File: src/rtl/mem_access_unit.sv
// Byte-addressed load/store front-end onto a word memory; resp at +2 (load/word store), +3 (sub-word RMW), +1 (fault).
// One request in flight: req_ready only in IDLE, RESP holds until resp_ready. MEM_ACCESS_ALIGN_CHECK_EN adds misalignment faults.
module mem_access_unit #(
  parameter int MEM_WORDS = 32
) (
  input  logic        clk,
  input  logic        reset,
  input  logic        req_valid,
  output logic        req_ready,
  input  logic        req_write,
  input  logic [1:0]  req_size,
  input  logic        req_signed,
  input  logic [31:0] req_addr,
  input  logic [31:0] req_wdata,
  output logic        resp_valid,
  input  logic        resp_ready,
  output logic [31:0] resp_rdata,
  output logic        resp_fault,
  output logic        mem_we,
  output logic [31:0] mem_a,
  output logic [31:0] mem_wd,
  input  logic [31:0] mem_rd
);

  localparam logic [1:0] ST_IDLE   = 2'd0;
  localparam logic [1:0] ST_ACCESS = 2'd1;
  localparam logic [1:0] ST_WRITE  = 2'd2;
  localparam logic [1:0] ST_RESP   = 2'd3;

  localparam logic [1:0] SZ_BYTE = 2'd0;
  localparam logic [1:0] SZ_HALF = 2'd1;
  localparam logic [1:0] SZ_WORD = 2'd2;

  localparam logic [31:0] MEM_WORDS_L = 32'(MEM_WORDS);

  logic [1:0]  state_q, state_d;
  logic        write_q, write_d;
  logic [1:0]  size_q, size_d;
  logic        signed_q, signed_d;
  logic [31:0] addr_q, addr_d;
  logic [31:0] wdata_q, wdata_d;
  logic [31:0] rdata_q, rdata_d;
  logic        fault_q, fault_d;
  logic [31:0] merge_q, merge_d;

  logic        accept;
  logic        req_fault;
  logic        word_store;
  logic [31:0] rd_shift;
  logic [7:0]  ld_byte;
  logic [15:0] ld_half;
  logic [31:0] load_val;
  logic [31:0] merge_val;

  assign req_ready  = (state_q == ST_IDLE) && !reset;
  assign accept     = req_valid && req_ready;
  assign word_store = write_q && (size_q == SZ_WORD);

  always_comb begin
    req_fault = (req_size == 2'd3) || ({2'b00, req_addr[31:2]} >= MEM_WORDS_L);
`ifdef MEM_ACCESS_ALIGN_CHECK_EN
    if ((req_size == SZ_HALF) && req_addr[0]) req_fault = 1'b1;
    if ((req_size == SZ_WORD) && (req_addr[1:0] != 2'b00)) req_fault = 1'b1;
`endif
  end

  // Lane selection ignores the low address bits a wider access does not use,
  // so unaligned accesses collapse onto the aligned lane when checks are off.
  assign rd_shift = mem_rd >> {addr_q[1:0], 3'b000};
  assign ld_byte  = rd_shift[7:0];
  assign ld_half  = addr_q[1] ? mem_rd[31:16] : mem_rd[15:0];

  always_comb begin
    case (size_q)
      SZ_BYTE: load_val = {{24{signed_q & ld_byte[7]}}, ld_byte};
      SZ_HALF: load_val = {{16{signed_q & ld_half[15]}}, ld_half};
      default: load_val = mem_rd;
    endcase
  end

  always_comb begin
    merge_val = mem_rd;
    if (size_q == SZ_BYTE) merge_val[{addr_q[1:0], 3'b000} +: 8] = wdata_q[7:0];
    else merge_val[{addr_q[1], 4'b0000} +: 16] = wdata_q[15:0];
  end

  always_comb begin
    state_d  = state_q;
    write_d  = write_q;
    size_d   = size_q;
    signed_d = signed_q;
    addr_d   = addr_q;
    wdata_d  = wdata_q;
    rdata_d  = rdata_q;
    fault_d  = fault_q;
    merge_d  = merge_q;
    case (state_q)
      ST_IDLE: begin
        if (accept) begin
          write_d  = req_write;
          size_d   = req_size;
          signed_d = req_signed;
          addr_d   = req_addr;
          wdata_d  = req_wdata;
          rdata_d  = 32'h0;
          fault_d  = req_fault;
          state_d  = req_fault ? ST_RESP : ST_ACCESS;
        end
      end
      ST_ACCESS: begin
        if (!write_q) begin
          rdata_d = load_val;
          state_d = ST_RESP;
        end else if (size_q == SZ_WORD) begin
          state_d = ST_RESP;
        end else begin
          merge_d = merge_val;
          state_d = ST_WRITE;
        end
      end
      ST_WRITE: state_d = ST_RESP;
      default: begin
        if (resp_ready) state_d = ST_IDLE;
      end
    endcase
  end

  always_ff @(posedge clk) begin
    if (reset) begin
      state_q  <= ST_IDLE;
      write_q  <= 1'b0;
      size_q   <= 2'b00;
      signed_q <= 1'b0;
      addr_q   <= 32'h0;
      wdata_q  <= 32'h0;
      rdata_q  <= 32'h0;
      fault_q  <= 1'b0;
      merge_q  <= 32'h0;
    end else begin
      state_q  <= state_d;
      write_q  <= write_d;
      size_q   <= size_d;
      signed_q <= signed_d;
      addr_q   <= addr_d;
      wdata_q  <= wdata_d;
      rdata_q  <= rdata_d;
      fault_q  <= fault_d;
      merge_q  <= merge_d;
    end
  end

  assign resp_valid = (state_q == ST_RESP);
  assign resp_rdata = rdata_q;
  assign resp_fault = fault_q;

  // Reset gates the write strobe combinationally so an aborted RMW never lands.
  assign mem_we = !reset && (((state_q == ST_ACCESS) && word_store) || (state_q == ST_WRITE));
  assign mem_a  = ((state_q == ST_ACCESS) || (state_q == ST_WRITE)) ? {2'b00, addr_q[31:2]} : 32'h0;
  assign mem_wd = (state_q == ST_WRITE) ? merge_q :
                  ((state_q == ST_ACCESS) && word_store) ? wdata_q : 32'h0;

endmodule

File: config.mk
export PLATFORM = sky130hd
export DESIGN_NAME = mem_access_unit
export DESIGN_NICKNAME = d
export VERILOG_FILES = /design/src/rtl/mem_access_unit.sv
export SDC_FILE = /design/constraint.sdc
export NUM_CORES = 1
export LEC_CHECK = 0
export CAP_MARGIN = 10
export CORE_AREA = 5 5 146 148
export DETAILED_ROUTE_END_ITERATION = 10
export DIE_AREA = 0 0 151 153
export PLACE_DENSITY = 0.73
export SLEW_MARGIN = 25
export SYNTH_ARGS = -nofsm -noshare
export SYNTH_HDL_FRONTEND = slang
export SYNTH_SLANG_ARGS = --single-unit
File: constraint.sdc
create_clock -name clk -period 2.7 [get_ports clk]
set_clock_uncertainty 0.2 [all_clocks]
set_input_delay 0.81 -clock clk [delete_from_list [all_inputs] [get_ports clk]]
set_output_delay 0.81 -clock clk [all_outputs]
set_load 0.02 [all_outputs]
==> impl_metrics.env, run 1 <==
export IMPL_rr_startpoint="addr_q[0]$_SDFFE_PP0P_"
export IMPL_seq_area_frac_synth=0.395
export IMPL_drive_gt1_frac=0.199
export IMPL_violations="setup timing"
export IMPL_fin_cells=1297
export IMPL_setup_viol=33
export IMPL_power_density_mw_per_mm2=808
export IMPL_layout_common_cells="clkdlybuf4s50_1, dfxtp_1, nand2_1"
export IMPL_io_pins=204
export IMPL_gp_congestion=0.887
export IMPL_core_area_mm2=0.0199
export IMPL_dp_cells=1259
export IMPL_vias=6834
export IMPL_ys_warn_count=0
export IMPL_path_cells="buf_6 > ha_4 > buf_12 > buf_12 > mux2i_1 > nor2_1 > buf_2"
export IMPL_grt_pass1_wl_mm=36.9
export IMPL_grt_pass1_vias=6471
export IMPL_p_total_uw=8330
export IMPL_drtIter0Drc=537
export IMPL_design_area_mm2=0.0103
export IMPL_clk_latency_ns=0.43
export IMPL_synthArstFlopShare=0
export IMPL_hold_viol_final=0
export IMPL_h_tree_depth=4
export IMPL_cts_made_buffers=17
export IMPL_drv_slew=0
export IMPL_layout_min_cycle_time_ns=2.81
export IMPL_drt_wl_total_mm=24.0
export IMPL_layout_commonest_cell="clkdlybuf4s50_1"
export IMPL_synth_top_area_frac=0.395
export IMPL_antenna_left=0
export IMPL_ff_latch_area_mm2=0.00271
export IMPL_max_freq_ghz=0.355
export IMPL_cp_max_fo=10
export IMPL_drc=0
export IMPL_path_clk_slew_ns=0.06
export IMPL_synth_edf_count=0
export IMPL_clock_power_share=0.306
export IMPL_hpwl_mm=17.4
export IMPL_via_per_inst=5.27
export IMPL_dpl_instance_area_mm2=0.00940
export IMPL_crit_required_ns=1.69
export IMPL_area_growth_pct=50.8
export IMPL_period_share=1.04
export IMPL_worst_r2r_cell_count=6
export IMPL_worst_slew_pin_slew_ns=0.717
export IMPL_overflow=0
export IMPL_grt_use_total=0.205
export IMPL_cts_tree="yes"
export IMPL_setup_worst_path_class="register to output port"
export IMPL_synth_largest_area_cell="dfxtp_1"
export IMPL_antenna_found_initial=2
export IMPL_fin_util=0.518
export IMPL_timing_rr_end="merge_q[4]$_SDFFE_PP0P_"
export IMPL_row_count=52
export IMPL_internal_power_uw=5450
export IMPL_die_h_um=153
export IMPL_synth_area_per_cell_um2=8.48
export IMPL_rrSetupSlack_ns=0.20
export IMPL_cp_end_kind="output port"
export IMPL_start_util=0.344
export IMPL_critPathSlowestCell="dfxtp_2"
export IMPL_worstSetupStartpointType="register"
export IMPL_ys_types=56
export IMPL_cpPeakStageDelay_ns=0.35
export IMPL_holdPathStages=2
export IMPL_drt_first_pass_iters=5
export IMPL_synthesis_area_mm2=0.00684
export IMPL_cts_root_buf="clkbuf_16"
export IMPL_hold_class="register to register"
export IMPL_routedWlPerCell_um=18.5
export IMPL_power_switching_uw=2880
export IMPL_combPwrFrac=0.395
export IMPL_holdCritStartpoint="merge_q[12]$_SDFFE_PP0P_"
export IMPL_rsz0062_at_grt="true"
export IMPL_fp_dieW_um=151
export IMPL_nets=1128
export IMPL_switching_share=0.345
export IMPL_nFillCells=1867
export IMPL_multi_input_area_mm2=0.00407
export IMPL_min_to="merge_q[12]$_SDFFE_PP0P_"
export IMPL_arrival_ns=1.80
export IMPL_portBuffers=201
export IMPL_slew_headroom=0.521
export IMPL_crit_top_cell="buf_12"
export IMPL_irDropWorstVdd_mv=0.522
export IMPL_clock_path_buffers=2
export IMPL_tns_ns=-2.15
export IMPL_seq_power_share=0.299
export IMPL_dieArea_mm2=0.0231
export IMPL_synth_ff_type="dfxtp_1"
export IMPL_p_leak_uw=0.00379
export IMPL_ys_seq_elements=135
export IMPL_status="finished with violations"
export IMPL_cts_sinks=135
export IMPL_maxCapViolations=0
export IMPL_grt_max_degree=51
export IMPL_postCtsHoldBufs=0
export IMPL_worst_slack_ns=-0.114
export IMPL_n_antenna_cell=0
export IMPL_synth_area_leaders="dfxtp_1, mux2i_1, nand2b_1, o21ai_0, nand2_1"
export IMPL_syn_inst=807
-- worst max path at each step --
stage	from	end	slack [ns]	depth (start not counted)
5_1_grt	state_q[1]$_SDFFE_PP0P_	mem_wd[17]	-0.20	7
2_1_floorplan	state_q[0]$_SDFFE_PP0P_	mem_wd[10]	0.03	6
6_report	state_q[1]$_SDFFE_PP0P_	mem_wd[18]	-0.11	7
3_5_place_dp	reset	mem_we	-0.29	3
3_3_place_gp	reset	mem_we	-0.31	3
4_1_cts	state_q[1]$_SDFFE_PP0P_	mem_we	-0.13	7
-- timing repair --
| action | 4_1_cts | 5_1_grt |
|---|---|---|
| cloned | 4 | 1 |
| buffers inserted | 5 | 1 |
| gates resized for setup | 358 | 31 |
| setup endpoints to repair | 65 | 47 |
| pin swaps | 6 | 2 |
-- flip-flops by register name (all words and copies together), names as in the netlist --
| signal | count |
|---|---|
| addr_q | 32 |
| merge_q | 32 |
| resp_fault | 1 |
| resp_rdata | 32 |
| signed_q | 1 |
| size_q | 2 |
| state_q | 2 |
| wdata_q | 32 |
| write_q | 1 |
-- power by group through the flow --
stage / clock network [µW] / logic [µW] / registers (µW)
after floorplan: 0 / 1580 / 2510
after global placement: 0 / 2790 / 2500
after detailed placement: 0 / 2810 / 2510
after CTS: 2580 / 3280 / 2480
after global routing: 2690 / 3540 / 2530
final: 2550 / 3290 / 2490
-- routing by layer --
layer	global-route usage	up-vias	share of wire
li1	-	3294	-
met1	0.258	3184	0.41
met2	0.334	296	0.47
met3	0.0717	56	0.092
met4	0.0505	4	0.024
met5	0	-	0.00087
-- metrics by stage --
| stage | hold WS, ns | setup slack, ns |
|---|---|---|
| after global routing | 0.280 | -0.198 |
| final | 0.256 | -0.114 |
| after global placement | 0.244 | -0.310 |
| after detailed placement | 0.251 | -0.292 |
| after floorplan | 0.236 | 0.0287 |
| after CTS | 0.258 | -0.127 |
-- worst max-delay path: cells and delay by family, from the launching register on --
| kind | cells | cell delay (ns) |
|---|---|---|
| adder cells (fa/ha/maj) | 1 | 0.18 |
| AND/OR/NAND/NOR | 1 | 0.06 |
| buffers and inverters | 4 | 0.58 |
| flip-flops | 1 | 0.35 |
| multiplexers | 1 | 0.22 |
-- cell usage after synthesis, drive strengths merged, types with 2 or more instances --
cell type / number
a22o: 7
o311ai: 2
or3b: 2
a221o: 17
clkbuf: 43
nand2: 94
o2bb2ai: 13
o31ai: 2
a21boi: 3
nand3b: 2
nand2b: 70
buf: 26
nor4: 5
nor2: 56
mux2i: 59
o21ai: 76
o21ba: 2
a211o: 17
and2: 33
o22ai: 9
and4b: 2
dfxtp: 135
nor2b: 5
a21oi: 26
a221oi: 31
nand3: 2
ha: 9
inv: 16
nor3: 17
or3: 6
o32ai: 2
-- area by class of cell --
cell class | instances | share of cell area
sequential | 135 | 0.262
inverter | 16 | 0.00582
clock inverter | 12 | 0.0195
clock buffer | 19 | 0.0420
tap | 270 | 0.0328
multi-input combinational | 588 | 0.394
timing repair buffer | 257 | 0.243
-- cell families (layout without fill, tap and decap cells) --
kind of cell / after synthesis / in the layout / synth area share
AO/OA/AOI/OAI: 217 / 217 / 0.224
adder cells (fa/ha/maj): 9 / 9 / 0.0165
buffers and inverters: 85 / 304 / 0.0538
flip-flops: 135 / 135 / 0.395
multiplexers: 60 / 60 / 0.0896
other: 1 / 2 / 0.000548
AND/OR/NAND/NOR: 300 / 300 / 0.220
No activity file was read; power rests on OpenSTA's default activity.
==> run 2: changes to the inputs <==
==> constraint.sdc (replaced) <==
create_clock -name clk -period 2.6 [get_ports clk]
set_clock_uncertainty 0.2 [all_clocks]
set_input_delay 0.78 -clock clk [delete_from_list [all_inputs] [get_ports clk]]
set_output_delay 0.78 -clock clk [all_outputs]
set_load 0.02 [all_outputs]
==> run 2 against run 1 <==
The run still ends with setup timing left; combinational power increased by 19%; routed wire length increased by 4.2%; final cell count about the same; worst hold slack about the same; design area increased by 3.5%; via count increased by 0.53%; sequential share of layout area decreased by 0.84 points; global-route usage increased by 0.49 points; utilization increased by 1.8 points; clock power decreased by 11%; die area unchanged; setup slack got worse by 0.025 ns; critical path type unchanged.
==> impl_metrics.env, run 2 (synthesis results as in run 1) <==
export IMPL_maxCapViolations=0
export IMPL_cts_made_buffers=17
export IMPL_drc=0
export IMPL_clock_path_buffers=2
export IMPL_drtIter0Drc=457
export IMPL_irDropWorstVdd_mv=0.557
export IMPL_start_util=0.344
export IMPL_fp_dieW_um=151
export IMPL_io_pins=204
export IMPL_via_per_inst=5.30
export IMPL_drive_gt1_frac=0.247
export IMPL_fin_hold_ws_ns=0.255
export IMPL_hold_class="register to register"
export IMPL_cts_root_buf="clkbuf_16"
export IMPL_path_cells="inv_4 > ha_4 > buf_16 > mux2i_4 > nor2_4 > buf_6"
export IMPL_postCtsHoldBufs=0
export IMPL_power_density_mw_per_mm2=825
export IMPL_antenna_found_initial=1
export IMPL_p_leak_uw=0.00384
export IMPL_worstSetupStartpointType="register"
export IMPL_grt_use_total=0.209
export IMPL_cp_startpoint="state_q[0]$_SDFFE_PP0P_"
export IMPL_path_clk_slew_ns=0.06
export IMPL_grt_max_degree=62
export IMPL_hold_viol_final=0
export IMPL_critPathSlowestCell="dfxtp_4"
export IMPL_cp_end_kind="output port"
export IMPL_dieArea_mm2=0.0231
export IMPL_drt_first_pass_iters=5
export IMPL_nets=1127
export IMPL_row_count=52
export IMPL_cts_tree="yes"
export IMPL_gp_congestion=0.874
export IMPL_routedWlPerCell_um=19.3
export IMPL_layout_min_cycle_time_ns=2.74
export IMPL_crit_required_ns=1.62
export IMPL_worst_slew_pin_slew_ns=0.992
export IMPL_arrival_ns=1.76
export IMPL_rsz0062_at_grt="true"
export IMPL_area_growth_pct=56.1
export IMPL_cpPeakStageDelay_ns=0.35
export IMPL_fin_util=0.536
export IMPL_layout_commonest_cell="clkdlybuf4s50_1"
export IMPL_violations="setup timing"
export IMPL_grt_pass1_wl_mm=37.9
export IMPL_max_freq_ghz=0.365
export IMPL_tns_ns=-5.75
export IMPL_h_tree_depth=4
export IMPL_nFillCells=1811
export IMPL_period_share=1.05
export IMPL_holdCritStartpoint="merge_q[14]$_SDFFE_PP0P_"
export IMPL_die_h_um=153
export IMPL_clk_latency_ns=0.42
export IMPL_antenna_left=0
export IMPL_hpwl_mm=17.5
export IMPL_drt_wl_total_mm=25.0
export IMPL_portBuffers=201
export IMPL_drv_slew=0
export IMPL_setup_viol=63
export IMPL_cts_sinks=135
export IMPL_grt_pass1_vias=6791
export IMPL_cp_max_fo=12
export IMPL_core_area_mm2=0.0199
export IMPL_status="finished with violations"
export IMPL_vias=6870
export IMPL_layout_common_cells="clkdlybuf4s50_1, dfxtp_1, nand2_1"
export IMPL_setup_worst_path_class="register to output port"
export IMPL_worst_slack_ns=-0.139
export IMPL_rr_startpoint="state_q[0]$_SDFFE_PP0P_"
export IMPL_slew_headroom=0.336
export IMPL_overflow=0
==> run 2: cell types whose count changed in the layout (fill, tap and decap cells not counted), sizes merged, moves of 2 or more <==
cell         previous run  this run
clkinv                  1         4
buf                   119       116
inv                    17        19
clkbuf                 20        24
dlygate4sd2             2         0
clkinvlp                5         2
bufinv                  5         1
==> run 2: power by group <==
group,internal (µW),total [µW],switching [µW]
combinational,1910,3910,1990
sequential,2370,2620,255
clock,1340,2280,941
==> run 2: layout make-up <==
class / instances / area (µm²) / share of cell area
Multi-Input combinational cell: 588 / 4270 / 0.400
Tap cell: 270 / 338 / 0.0316
Sequential cell: 135 / 2710 / 0.254
Clock inverter: 10 / 98.8 / 0.00926
Clock buffer: 20 / 447 / 0.0418
Inverter: 16 / 62.6 / 0.00586
Timing Repair Buffer: 256 / 2750 / 0.257
Antenna cell: 1 / 2.50 / 0.000234
==> run 2: timing repair <==
item	in CTS	in global routing
setup buffers	4	2
gates cloned	5	2
pin swaps	15	35
endpoints found under the setup margin	65	65
resized for setup	425	84
==> run 2: final timing paths <==
kind / end / slack, ns / cells after the start
setup reg to reg: resp_rdata[5]$_SDFFE_PP0P_ / 0.29 / 8
hold reg to reg: merge_q[14]$_SDFFE_PP0P_ / 0.26 / 2
hold / removal: merge_q[14]$_SDFFE_PP0P_ / 0.26 / 2
setup / recovery: mem_wd[0] / -0.14 / 6
==> run 2: layer usage <==
layer | track usage | part of all wire
met1 | 0.257 | 0.40
met4 | 0.0626 | 0.023
met5 | 0 | 0.00052
met2 | 0.347 | 0.49
met3 | 0.0705 | 0.088
==> run 2: through the flow <==
stage	instance area, µm²	std cells	total power (µW)	setup slack (ns)
after detailed placement	9320	1252	5480	-0.124
after global routing	10700	1295	9220	-0.203
final	10700	1296	8810	-0.139
after floorplan	6850	808	4250	-0.0341
after global placement	9320	1252	5450	-0.105
after CTS	10300	1291	8370	-0.149
==> run 2: critical path: cells and delay by family (launching register included) <==
family	cells	cell delay [ns]
adder cells (fa/ha/maj)	1	0.23
multiplexers	1	0.27
buffers and inverters	3	0.41
AND/OR/NAND/NOR	1	0.07
flip-flops	1	0.35
==> run 3: changes to the inputs <==
--- a/config.mk
+++ b/config.mk
@@ -6,9 +6,9 @@
 export NUM_CORES = 1
 export LEC_CHECK = 0
 export CAP_MARGIN = 10
-export CORE_AREA = 5 5 146 148
+export CORE_AREA = 5 5 204 107
 export DETAILED_ROUTE_END_ITERATION = 10
-export DIE_AREA = 0 0 151 153
+export DIE_AREA = 0 0 209 112
 export PLACE_DENSITY = 0.73
 export SLEW_MARGIN = 25
 export SYNTH_ARGS = -nofsm -noshare
==> run 3 against run 2 <==
The flow still finishes with violations (setup timing); via count up 2.1%; critical path depth increased by 1; first-iteration DRC count increased by 79%; register-to-register slack worse by 0.05 ns; design area up 1.4%; fmax decreased by 1.4%; sequential cell count did not move; setup slack worse by 0.040 ns; sequential share of layout area decreased by 0.38 points; clock power hardly changed; worst hold slack improved by 0.0021 ns.
==> impl_metrics.env, run 3 (synthesis results as in run 1) <==
export IMPL_postCtsHoldBufs=0
export IMPL_cp_startpoint="state_q[0]$_SDFFE_PP0P_"
export IMPL_layout_commonest_cell="clkdlybuf4s50_1"
export IMPL_irDropWorstVdd_mv=0.476
export IMPL_worstSetupStartpointType="register"
export IMPL_core_area_mm2=0.0200
export IMPL_dpl_instance_area_mm2=0.00934
export IMPL_period_share=1.07
export IMPL_setup_viol=63
export IMPL_cts_tree="yes"
export IMPL_hold_viol_final=0
export IMPL_vias=7011
export IMPL_area_growth_pct=58.3
export IMPL_drv_slew=0
export IMPL_cp_max_fo=8
export IMPL_grt_pass1_vias=6576
export IMPL_tns_ns=-7.33
export IMPL_holdCritStartpoint="merge_q[27]$_SDFFE_PP0P_"
export IMPL_power_density_mw_per_mm2=834
export IMPL_worst_slew_pin_slew_ns=0.986
export IMPL_p_leak_uw=0.00395
export IMPL_grt_use_total=0.219
export IMPL_multi_input_area_mm2=0.00424
export IMPL_crit_required_ns=1.62
export IMPL_hold_class="register to register"
export IMPL_cp_end_kind="output port"
export IMPL_layout_common_cells="clkdlybuf4s50_1, dfxtp_1, nand2_1"
export IMPL_gp_congestion=0.922
export IMPL_drt_first_pass_iters=5
export IMPL_ff_latch_area_mm2=0.00271
export IMPL_via_per_inst=5.32
export IMPL_fin_hold_ws_ns=0.257
export IMPL_grt_pass1_wl_mm=40.0
export IMPL_dp_cells=1262
export IMPL_dieArea_mm2=0.0234
export IMPL_overflow=0
export IMPL_rsz0062_at_grt="true"
export IMPL_max_freq_ghz=0.360
export IMPL_path_clk_slew_ns=0.06
export IMPL_drc=0
export IMPL_fp_dieW_um=209
export IMPL_routedWlPerCell_um=20.3
export IMPL_worst_slack_ns=-0.179
export IMPL_drt_wl_total_mm=26.8
export IMPL_layout_min_cycle_time_ns=2.78
export IMPL_violations="setup timing"
export IMPL_pre_cts_slack_ns=-0.189
export IMPL_start_util=0.342
export IMPL_grt_max_degree=103
export IMPL_cts_root_buf="clkbuf_16"
export IMPL_slew_headroom=0.343
export IMPL_rr_startpoint="addr_q[1]$_SDFFE_PP0P_"
export IMPL_cts_sinks=135
export IMPL_io_pins=204
export IMPL_antenna_found_initial=0
export IMPL_die_h_um=112
export IMPL_rrSetupSlack_ns=0.24
export IMPL_n_antenna_cell=0
export IMPL_arrival_ns=1.80
export IMPL_setup_worst_path_class="register to output port"
export IMPL_h_tree_depth=4
export IMPL_design_area_mm2=0.0108
export IMPL_nets=1146
export IMPL_fin_cells=1319
export IMPL_clock_path_buffers=2
export IMPL_clk_latency_ns=0.42
export IMPL_cts_made_buffers=17
export IMPL_drtIter0Drc=818
export IMPL_status="finished with violations"
export IMPL_portBuffers=201
export IMPL_drive_gt1_frac=0.259
export IMPL_nFillCells=1803
export IMPL_antenna_left=0
export IMPL_hpwl_mm=18.9
export IMPL_maxCapViolations=0
export IMPL_row_count=37
[run 3: where the power goes]
group / internal (µW) / switching (µW)
Clock: 1360 / 946
Sequential: 2370 / 262
Combinational: 2030 / 2060
Total: 5760 / 3270
[run 3: per-stage QoR]
step                power, µW   util
floorplan                4250      -
global placement         5470  0.467
detailed placement       5510  0.467
CTS                      8520  0.518
global route             9450  0.541
finish                   9030  0.541
[run 3: repair_timing]
item / in CTS / in global routing
buffers inserted: 16 / 2
gates resized for setup: 347 / 126
cloned: 6 / 3
pin swaps: 4 / 32
setup endpoints to repair: 65 / 65
[run 3: worst max-delay path, stage by stage, from the launching register on]
cell,delay (ns)
dfxtp_2,0.34
inv_2,0.07
ha_4,0.19
buf_12,0.15
buf_12,0.16
mux2i_2,0.27
nor2_4,0.05
buf_6,0.13
[run 3: per-layer routing]
layer	vias to the layer above	track usage	routed length [µm]
met1	3411	0.341	13700
met4	0	0.0404	170
met3	18	0.0847	2510
met2	254	0.281	10400
li1	3328	-	-
met5	-	0	0
[run 3: cell type report]
type	instances	area share
clock buffer	21	0.0425
clock inverter	11	0.00936
inverter	16	0.00578
multi-input combinational	588	0.391
sequential	135	0.250
tap	273	0.0315
timing repair buffer	275	0.269
[run 3: final timing paths]
check        depth (start not counted)                  endpoint
min reg2reg                          2  merge_q[27]$_SDFFE_PP0P_
min                                  2  merge_q[27]$_SDFFE_PP0P_
max reg2reg                          6   merge_q[4]$_SDFFE_PP0P_
max                                  7                mem_wd[13]
